`src/rtl/rega_pkg.sv`:
```
// Shared constants and types for the irrigation status encoder and the display decoder.
// Also holds the status priority encoder used by the top level.
package rega_pkg;

    localparam logic [3:0] CODE_IDLE   = 4'h0;
    localparam logic [3:0] CODE_ERR    = 4'h1;
    localparam logic [3:0] CODE_WATER  = 4'h2;
    localparam logic [3:0] CODE_EMPTY  = 4'h4;
    localparam logic [3:0] CODE_MANUAL = 4'h6;

    typedef enum logic [1:0] {
        ST_INIT,
        ST_HOLD,
        ST_READY
    } state_e;

    // Highest priority first: inconsistent probes, empty tank, manual, dry soil.
    function automatic logic [3:0] encodeStatus(input logic h, input logic tLow,
                                                input logic tHigh, input logic man);
        logic [3:0] code;
        if (tHigh && !tLow) begin
            code = CODE_ERR;
        end else if (!tLow) begin
            code = CODE_EMPTY;
        end else if (man) begin
            code = CODE_MANUAL;
        end else if (!h) begin
            code = CODE_WATER;
        end else begin
            code = CODE_IDLE;
        end
        return code;
    endfunction

endpackage

```
`src/rtl/rega_debounce.sv`:
```
// Two-flop synchroniser followed by a debouncer for one asynchronous field sensor.
// The stable value only flips after DEB_CYCLES consecutive differing synchronised samples.
module rega_debounce #(
    parameter int DEB_CYCLES = 4
) (
    input  logic clk,
    input  logic rst,
    input  logic raw_i,
    output logic stable_o
);

    localparam int CNT_W = $clog2(DEB_CYCLES + 1);

    logic             meta_q;
    logic             sync_q;
    logic             stable_q;
    logic             stable_d;
    logic [CNT_W-1:0] cnt_q;
    logic [CNT_W-1:0] cnt_d;
    logic [CNT_W-1:0] cntInc;

    always_ff @(posedge clk or posedge rst) begin
        if (rst) begin
            meta_q   <= 1'b0;
            sync_q   <= 1'b0;
            stable_q <= 1'b0;
            cnt_q    <= '0;
        end else begin
            meta_q   <= raw_i;
            sync_q   <= meta_q;
            stable_q <= stable_d;
            cnt_q    <= cnt_d;
        end
    end

    // Any agreement with the stable value restarts the run of differing samples.
    always_comb begin
        cntInc   = cnt_q + 1'b1;
        stable_d = stable_q;
        cnt_d    = '0;
        if (sync_q != stable_q) begin
            if (cntInc == CNT_W'(DEB_CYCLES)) begin
                stable_d = ~stable_q;
            end else begin
                cnt_d = cntInc;
            end
        end
    end

    assign stable_o = stable_q;

endmodule

```
`src/rtl/rega_status_encoder.sv`:
```
// Irrigation status encoder: debounced sensors, priority encode, and a dwell-limited
// registered status code with a change strobe for the seven-segment decoder.
module rega_status_encoder
    import rega_pkg::*;
#(
    parameter int DEB_CYCLES   = 4,
    parameter int DWELL_CYCLES = 8
) (
    input  logic       CLK,
    input  logic       RESET,
    input  logic       H,
    input  logic       T_LOW,
    input  logic       T_HIGH,
    input  logic       MAN,
    output logic [3:0] C,
    output logic       C_VALID,
    output logic       CHG
);

    localparam int INIT_W  = $clog2(DEB_CYCLES + 3);
    localparam int DWELL_W = $clog2(DWELL_CYCLES + 1);

    localparam logic [INIT_W-1:0]  INIT_LAST  = INIT_W'(DEB_CYCLES + 2);
    localparam logic [DWELL_W-1:0] DWELL_LOAD = DWELL_W'(DWELL_CYCLES - 1);

    logic hStable;
    logic tLowStable;
    logic tHighStable;
    logic manStable;
    logic [3:0] candidate;

    state_e              state_q, state_d;
    logic [3:0]          code_q, code_d;
    logic                valid_q, valid_d;
    logic                chg_q, chg_d;
    logic [DWELL_W-1:0]  dwell_q, dwell_d;
    logic [INIT_W-1:0]   initCnt_q, initCnt_d;

    rega_debounce #(.DEB_CYCLES(DEB_CYCLES)) uDebH (
        .clk(CLK), .rst(RESET), .raw_i(H), .stable_o(hStable)
    );

    rega_debounce #(.DEB_CYCLES(DEB_CYCLES)) uDebTLow (
        .clk(CLK), .rst(RESET), .raw_i(T_LOW), .stable_o(tLowStable)
    );

    rega_debounce #(.DEB_CYCLES(DEB_CYCLES)) uDebTHigh (
        .clk(CLK), .rst(RESET), .raw_i(T_HIGH), .stable_o(tHighStable)
    );

    rega_debounce #(.DEB_CYCLES(DEB_CYCLES)) uDebMan (
        .clk(CLK), .rst(RESET), .raw_i(MAN), .stable_o(manStable)
    );

    assign candidate = encodeStatus(hStable, tLowStable, tHighStable, manStable);

    always_ff @(posedge CLK or posedge RESET) begin
        if (RESET) begin
            state_q   <= ST_INIT;
            code_q    <= CODE_IDLE;
            valid_q   <= 1'b0;
            chg_q     <= 1'b0;
            dwell_q   <= '0;
            initCnt_q <= '0;
        end else begin
            state_q   <= state_d;
            code_q    <= code_d;
            valid_q   <= valid_d;
            chg_q     <= chg_d;
            dwell_q   <= dwell_d;
            initCnt_q <= initCnt_d;
        end
    end

    always_comb begin
        state_d   = state_q;
        code_d    = code_q;
        valid_d   = valid_q;
        chg_d     = 1'b0;
        dwell_d   = dwell_q;
        initCnt_d = initCnt_q;
        case (state_q)
            // Wait for the debouncers to settle before showing anything.
            ST_INIT: begin
                if (initCnt_q == INIT_LAST) begin
                    code_d  = candidate;
                    valid_d = 1'b1;
                    chg_d   = 1'b1;
                    dwell_d = DWELL_LOAD;
                    state_d = ST_HOLD;
                end else begin
                    initCnt_d = initCnt_q + 1'b1;
                end
            end
            ST_HOLD: begin
                if (candidate == CODE_ERR && code_q != CODE_ERR) begin
                    code_d  = CODE_ERR;
                    chg_d   = 1'b1;
                    dwell_d = DWELL_LOAD;
                end else if (dwell_q == '0) begin
                    state_d = ST_READY;
                end else begin
                    dwell_d = dwell_q - 1'b1;
                end
            end
            ST_READY: begin
                if (candidate != code_q) begin
                    code_d  = candidate;
                    chg_d   = 1'b1;
                    dwell_d = DWELL_LOAD;
                    state_d = ST_HOLD;
                end
            end
            default: begin
                state_d = ST_INIT;
            end
        endcase
    end

    assign C       = code_q;
    assign C_VALID = valid_q;
    assign CHG     = chg_q;

endmodule
```
`config.mk`:
```
export PLATFORM = sky130hd
export DESIGN_NAME = rega_status_encoder
export DESIGN_NICKNAME = d
export VERILOG_FILES = /design/src/rtl/rega_pkg.sv /design/src/rtl/rega_debounce.sv /design/src/rtl/rega_status_encoder.sv
export SDC_FILE = /design/constraint.sdc
export NUM_CORES = 1
export LEC_CHECK = 0
export BUFFER_PORTS_ARGS = -buffer_cell sky130_fd_sc_hd__buf_2
export CAP_MARGIN = 25
export CORE_MARGIN = 2
export CORE_UTILIZATION = 45
export CTS_BUF_LIST = sky130_fd_sc_hd__clkbuf_4 sky130_fd_sc_hd__clkbuf_8
export CTS_CLUSTER_SIZE = 16
export DETAILED_ROUTE_END_ITERATION = 12
export PLACE_DENSITY = 0.74
export RECOVER_POWER = 25
export SLEW_MARGIN = 20
export SYNTH_ARGS = -nofsm -noshare
export SYNTH_HDL_FRONTEND = slang
export SYNTH_SLANG_ARGS = --single-unit
export TNS_END_PERCENT = 10
```
`constraint.sdc`:
```
create_clock -name CLK -period 1.7 [get_ports CLK]
set_clock_uncertainty 0.2 [all_clocks]
set_input_delay 0.085 -clock CLK [delete_from_list [all_inputs] [get_ports CLK]]
set_output_delay 0.085 -clock CLK [all_outputs]
set_load 0.01 [all_outputs]
```
=== Word level (Yosys, flattened, before mapping) ===
Cells that the tools add are included.

* Bits in registers: 39
* Bits of input ports: 6
* Word-level logic and storage cells: 98

* $add $sub $neg: 6
* Equality and inequality tests: 20
* Muxes and demuxes: 30
* Bitwise gates (word level): 5
* Reductions and logical operators: 15

{| class="wikitable"
|+ Operator list
! cell !! number
|-
| $mux W3 || 11
|-
| $mux W4 || 7
|-
| $pmux W4 S3 || 2
|-
| $add A3 B1 Y3 const B || 5
|-
| $eq A3 B3 Y1 const B || 5
|-
| $reduce_and A2 Y1 || 6
|-
| $reduce_and A4 Y1 || 3
|-
| $mux W2 || 5
|-
| $ne A2 B2 Y1 const B || 5
|-
| $pmux W2 S3 || 1
|-
| $not A1 Y1 || 5
|-
| $eq A4 B1 Y1 const B || 1
|-
| $logic_not A4 Y1 || 1
|-
| $ne A1 B1 Y1 || 4
|-
| $ne A4 B1 Y1 const B || 1
|-
| $ne A4 B4 Y1 || 1
|-
| $sub A4 B1 Y4 const B || 1
|-
| $mux W1 || 3
|-
| $ne A3 B3 Y1 const B || 1
|-
| $pmux W1 S3 || 1
|-
| $reduce_bool A3 Y1 || 1
|-
| $eq A2 B1 Y1 const B || 1
|-
| $eq A2 B2 Y1 const B || 1
|-
| $logic_and A1 B1 Y1 || 2
|-
| 2 further kinds || 2
|}

=== Longest topological paths before layout ===
Gate-level depths: netlist of run 1.

* Depth after elaboration: 8
* Mapped depth: 7
* Mapped depth without buffers: 7

=== By module ===
From an unflattened synthesis of run 1, not the netlist that was laid out.

* Cells, all modules: 151
* Area total of the unflattened synthesis: 1760.4 um^2

{| class="wikitable"
|+ By module, submodules not included
! module !! instances !! cells each !! area each (um^2) !! seq. area each (um^2)
|-
| rega_debounce || 4 || 17 || 237.7 || 150.1
|-
| rega_status_encoder || 1 || 83 || 809.5 || 350.3
|}

=== Worst setup path before layout of run 1 ===
Ideal clock, no wire load.

* Path type: register to register
* From: register code_q[2], in the netlist C[2]
* To: register dwell_q[2]
* Library setup time: 0.120 ns
* Arrival: 1.511 ns
* Required time: 1.380 ns
* Path slack: -0.131 ns
* Cell stages (with the launch flop): 6
* Buffers on the path: 0
* Clock period less this slack: 1.831 ns
* Cell sequence: dfrtp_1 or3_4 a21oi_4 o2111ai_4 and2_4 o211a_1

* Longest elaborated chain between the ends: 4
* Elaborated cells between the ends (all ways): 8
* Classes of those cells: eq/ne (4); mux (2); reduce/logical (2)

{| class="wikitable"
|+ Ends and longest elaborated chain
! element !! line !! RTL
|-
| from (decl) || rega_status_encoder.sv:33 || <nowiki>logic [3:0] code_q, code_d;</nowiki>
|-
| from (signal assigned) || rega_status_encoder.sv:67 || <nowiki>code_q <= code_d;</nowiki>
|-
| $ne A4 B1 Y1 || rega_status_encoder.sv:96 || <nowiki>if (candidate == CODE_ERR && code_q != CODE_ERR) begin</nowiki>
|-
| $logic_and A1 B1 Y1 || rega_status_encoder.sv:96 ||
|-
| $ne A3 B3 Y1 (no source line) / $mux W4 (equally long branches) || -- ||
|-
| $reduce_and A4 Y1 (no source line) / $pmux W4 S3 (equally long branches) || -- ||
|-
| to (signal assigned) || rega_status_encoder.sv:70 || <nowiki>dwell_q <= dwell_d;</nowiki>
|-
| to (decl) || rega_status_encoder.sv:36 || <nowiki>logic [DWELL_W-1:0] dwell_q, dwell_d;</nowiki>
|}

Parallel ways exist; a longest one is shown, timed or not.
A chain may end at the register's enable or synchronous reset.

=== Worst setup path after layout of run 1 ===
Ends and elaborated chain as after synthesis.

==> flow_summary.yaml, run 1 <==
timing:
  hold_viol: 0
  worst_slack_ns: -0.140
  tightest_slew_ns: 0.916
  max_slew_margin_pct: 38.9
  setup_violations: 6
  slew_viol_final: 0
  tns_ns: -0.459
  period_minus_slack_ns: 1.84
  rsz0062_at_grt: "true"
  fmax_mhz: 544
  post-route-period-util_pct: 108
global_route:
  grt_antenna_before_repair: 0
  globalRouteMet3Util_pct: 5.28
  use_met1_pct: 16.9
  grtUsageMet2_pct: 27.1
  grt.overflow.total: 0
  busiest_layer: "met2"
  grt_usage_pct: 15.4
  grt_max_degree: 39
  grt_pass1_vias: 1220
  grt_pass1_wl_um: 5090
setup_path:
  r2r_setup_slack_ns: -0.14
  arrival_ns: 1.81
  path_max_fanout: 5
  r2r-start: "C[2]"
  worstSetupPathType: "reg2reg"
  critPathRequiredTime_ns: 1.67
  r2r_cells: 5
  r2r-end: "dwell_q[2]"
  endpoint_kind: "register"
  startpoint_type: "register"
cts:
  clk_latency_ns: 0.28
  cts_tree: "yes"
  cts-root-buf: "clkbuf_8"
  cts_sinks: 38
  cts_buffer_depth: 2
  numCtsBuffers: 5
  cts.htree.levels: 2
  clk_pin_slew_ns: 0.07
yosys:
  synthTopCellsByCount: "dfrtp_1, nand2_1, ha_1"
  syn_nets: 168
  synth_top_area_share_pct: 54.5
  ys_async_sr_fraction_pct: 100
  netlist_area_sq_mm: 0.00175
  ys_seq_area_share_pct: 54.5
  synthCells: 151
  ys_warn_count: 0
  synth_enable_flop_cells: 0
  ys_types: 38
  synthTopCellsByArea: "dfrtp_1, ha_1, nand2_1"
  syn_avg_cell_area_sq_um: 11.6
  synth.most_common_cell: "dfrtp_1"
  ys_ff_latch: 38
  yosysTopAreaCell: "dfrtp_1"
  synth_flop_cell: "dfrtp_1"
hold_path:
  min_to: "uDebTLow.sync_q"
  whs_path_depth: 0
  min-delay-start: "uDebTLow.meta_q"
  hp-class: "reg2reg"
placement:
  port_buffers: 10
  gp_congestion: 0.803
  dp_hpwl_um: 2180
  post-place-ws_ns: -0.127
power_and_ir_drop:
  ir_worst_vdd_v: 0.000956
  p_leak_uw: 0.00104
  finalPower_uw: 3370
  cellPowerDensity_mw_per_mm2: 1570
cells_and_area:
  nNetsFinal: 205
  antenna_cells: 0
  syn2layout_area_growth_pct: 23.0
  final_util_pct: 58.2
  fillers: 328
  drive_above_1_share_pct: 25.4
detailed_routing:
  dr.pass1.iters: 4
  drtIter0Drc: 25
  wl_um: 2990
  ant_nets: 0
  drt-wirelength-per-cell_um: 12.6
  viasPerCell: 5.11
  drc: 0
  dr_total_vias: 1212
status:
  status: "finished with violations"
  violations: "negative setup slack"
floorplanning:
  die-area_sq_mm: 0.00439
  die_h_um: 66.3
  die_x_um: 66.3
  io_pins: 12
  core_area_sq_mm: 0.00369
  num_rows: 22
  initial_core_util_pct: 47.3
job:
  maxCapViolations: 0
worst max-delay path by stage:
stage,start,to,cells past startpoint
after global routing,uDebMan.stable_o,dwell_q[0],6
after CTS,C[2],dwell_q[2],5
final,C[2],dwell_q[2],5
after floorplan,C[2],dwell_q[2],5
after global placement,C[2],dwell_q[2],5
after detailed placement,C[2],dwell_q[2],5
logic make-up (layout without fill, tap and decap cells):
group,after synthesis,in the layout,share of synthesized area (%)
other cells,1,1,0.215
buf+inv,13,51,3.15
xor+xnor,12,12,6.02
flops,38,38,54.5
compound gates,29,29,13.0
fa+ha+maj,11,11,7.89
mux,4,4,2.58
simple gates,43,43,12.7
worst max-delay path, cell delays in order, from the launching register on:
cell       delay, ns
dfrtp_2         0.45
or3_4           0.39
a21oi_4         0.17
o2111ai_4       0.16
and2_4          0.18
o211a_1         0.19
final cells by class:
class	count	area, sq um	area share (%)
Clock buffer	7	83.8	3.90
Multi-Input combinational cell	100	751	35.0
Tap cell	48	60.1	2.80
Timing Repair Buffer	33	233	10.8
Sequential cell	38	952	44.3
Clock inverter	1	30.0	1.40
Inverter	10	37.5	1.75
power by group:
| group | switching (uW) | internal [uW] |
|---|---|---|
| Combinational | 601 | 629 |
| Clock | 296 | 471 |
| Sequential | 209 | 1160 |
| Total | 1110 | 2260 |
per-layer routing:
| metal | wire [um] | part of all wire [%] |
|---|---|---|
| met5 | 0 | 0 |
| met4 | 37 | 1.2 |
| met3 | 104 | 3.5 |
| met2 | 1530 | 51 |
| met1 | 1320 | 44 |
what timing repair did:
| action | in CTS | in global routing |
|---|---|---|
| endpoints found under the hold margin | 42 | 0 |
| pin swaps | 1 | 2 |
| gates resized for setup | 0 | 3 |
| setup buffers | 1 | 0 |
| hold buffers | 5 | 0 |
| setup endpoints to repair | 6 | 9 |
cell usage in the layout, fill, tap and decap left out, drive strengths merged, types with 6 or more instances in the layout:
cell type  instances
a21oi              7
xor2               6
nor2               6
buf               27
clkbuf             8
xnor2              6
nand2             16
inv               10
dfrtp             38
ha                11
flip-flops by register name, indices dropped and copies added, names as in the netlist, 2 cells and up:
signal,count
dwell_q,4
uDebMan.cnt_q,3
uDebH.cnt_q,3
uDebTLow.cnt_q,3
C,3
uDebTHigh.cnt_q,3
initCnt_q,3
state_q,2
through the flow:
step / cells / hold WS (ns) / cell area (sq um)
floorplan: 151 / -0.0836 / 1750
global placement: 223 / -0.00464 / 1970
detailed placement: 223 / 0.00209 / 1970
CTS: 237 / 0.153 / 2140
global route: 237 / 0.165 / 2150
finish: 237 / 0.151 / 2150
No activity file was read; power rests on OpenSTA's default activity.
==> run 2, diff against run 1 <==
- CTS_BUF_LIST: sky130_fd_sc_hd__clkbuf_4 sky130_fd_sc_hd__clkbuf_8 -> not set
- RECOVER_POWER: 25 -> not set
- SKIP_CTS_REPAIR_TIMING: not set -> 1
==> run 2 against run 1 <==
The run still ends with negative setup slack left. Hold slack about the same. Cell count unchanged. Sequential power about the same. Global-route usage decreased by 0.18 points. Die area unchanged. Largest power group unchanged. Critical path depth unchanged. First-iteration DRC count decreased by 32%. Flip-flop and latch count unchanged. Worst setup slack got worse by 0.0099 ns.
==> flow_summary.yaml, run 2 (synthesized netlist as in run 1, its figures left out) <==
timing:
  slew_viol_final: 0
  rsz0062_at_grt: "true"
  hold_viol: 0
  post-route-period-util_pct: 109
  worst_slack_ns: -0.150
  setup_violations: 6
  period_minus_slack_ns: 1.85
  fmax_mhz: 541
  holdWs_ns: 0.151
status:
  violations: "negative setup slack"
  status: "finished with violations"
global_route:
  grt_max_degree: 39
  grt.overflow.total: 0
  grt_usage_pct: 15.2
  grt_pass1_vias: 1206
  grt_antenna_before_repair: 0
  grt_pass1_wl_um: 5000
floorplanning:
  io_pins: 12
  num_rows: 22
  die_x_um: 66.3
  die-area_sq_mm: 0.00439
  initial_core_util_pct: 47.3
  die_h_um: 66.3
  core_area_sq_mm: 0.00369
hold_path:
  whs_path_depth: 0
  min-delay-start: "uDebTLow.meta_q"
  hp-class: "reg2reg"
  min_to: "uDebTLow.sync_q"
setup_path:
  startpoint_type: "register"
  path_max_fanout: 6
  r2r-start: "C[2]"
  r2r-end: "dwell_q[2]"
  r2r_cells: 5
  critPathRequiredTime_ns: 1.67
  worstSetupPathType: "reg2reg"
  r2r_setup_slack_ns: -0.15
  endpoint_kind: "register"
  arrival_ns: 1.82
cells_and_area:
  regMostFlops: "dwell_q"
  drive_above_1_share_pct: 24.9
  layout.cells.most_common: "dfrtp_1"
  syn2layout_area_growth_pct: 23.2
  antenna_cells: 0
  fillers: 330
  final-instance-count-excl-fill: 237
  final_util_pct: 58.3
  mostFrequentLayoutCells: "dfrtp_1, buf_4, nand2_1, ha_1"
  largest_reg_flops: 4
  nNetsFinal: 205
cts:
  cts_buffer_depth: 2
  cts-root-buf: "clkbuf_8"
  clk_latency_ns: 0.28
  cts_tree: "yes"
  cts_sinks: 38
  cts.htree.levels: 2
  clk_pin_slew_ns: 0.07
  numCtsBuffers: 5
placement:
  dp_hpwl_um: 2180
  port_buffers: 10
  post-place-ws_ns: -0.127
  gp_congestion: 0.803
  place_inst: 223
detailed_routing:
  drc: 0
  ant_nets: 0
  dr.pass1.iters: 4
  drt-wirelength-per-cell_um: 12.8
  viasPerCell: 5.11
  drtIter0Drc: 17
  dr_total_vias: 1211
  wl_um: 3040
power_and_ir_drop:
  p_sw_share_pct: 33.2
  pwr-share-clk_pct: 21.8
  cellPowerDensity_mw_per_mm2: 1560
  p_seq_share_pct: 41.0
  p_comb_share_pct: 37.1
  finalPower_uw: 3360
  p_leak_uw: 0.00103
  p_int_uw: 2240
  p_switching_uw: 1120
  ir_worst_vdd_v: 0.000958
job:
  maxCapViolations: 0
==> run 2: cell count changes in the layout (fill, tap and decap cells not counted), sizes merged <==
cell and delta:
buf +1, clkbuf -1
==> run 2: cell type report <==
cell class	count	area (sq um)	area share, %
clock buffer	7	76.3	3.55
sequential	38	952	44.3
multi-input combinational	100	756	35.1
timing repair buffer	33	239	11.1
tap	48	60.1	2.79
inverter	10	37.5	1.75
clock inverter	1	30.0	1.40
==> run 2: critical path, cell delays in order, from the launching register on <==
cell	delay, ns
dfrtp_2	0.45
or3_4	0.39
a21oi_4	0.17
o2111ai_4	0.16
and2_4	0.18
o211a_1	0.19
==> run 2: power groups by stage <==
stage	registers, uW	logic (uW)	clock network (uW)
after floorplan	1360	740	0
after global placement	1360	1130	0
after detailed placement	1390	1190	0
after CTS	1370	1200	753
after global routing	1410	1380	789
final	1380	1250	732
==> run 2: metrics by stage <==
| step | TNS [ns] | cell area, sq um |
|---|---|---|
| final | -0.550 | 2150 |
| after global routing | -1.02 | 2150 |
| after CTS | -0.529 | 2070 |
| after detailed placement | -0.431 | 1970 |
| after global placement | -0.258 | 1970 |
| after floorplan | -0.169 | 1750 |
==> run 2: layer usage <==
| layer | routed length (um) | share of wire [%] | GRT usage [%] |
|---|---|---|---|
| met1 | 1310 | 43 | 16.6 |
| met2 | 1580 | 52 | 26.9 |
| met3 | 114 | 3.8 | 5.28 |
| met4 | 37 | 1.2 | 5.61 |
| met5 | 0 | 0 | 0 |
==> run 2: worst max path at each step <==
stage / end / from / depth (start not counted) / slack, ns
after floorplan: dwell_q[2] / C[2] / 5 / -0.11
after global placement: dwell_q[2] / C[2] / 5 / -0.09
after detailed placement: dwell_q[2] / C[2] / 5 / -0.13
after CTS: dwell_q[2] / C[2] / 5 / -0.14
after global routing: dwell_q[0] / uDebMan.stable_o / 6 / -0.21
final: dwell_q[2] / C[2] / 5 / -0.15
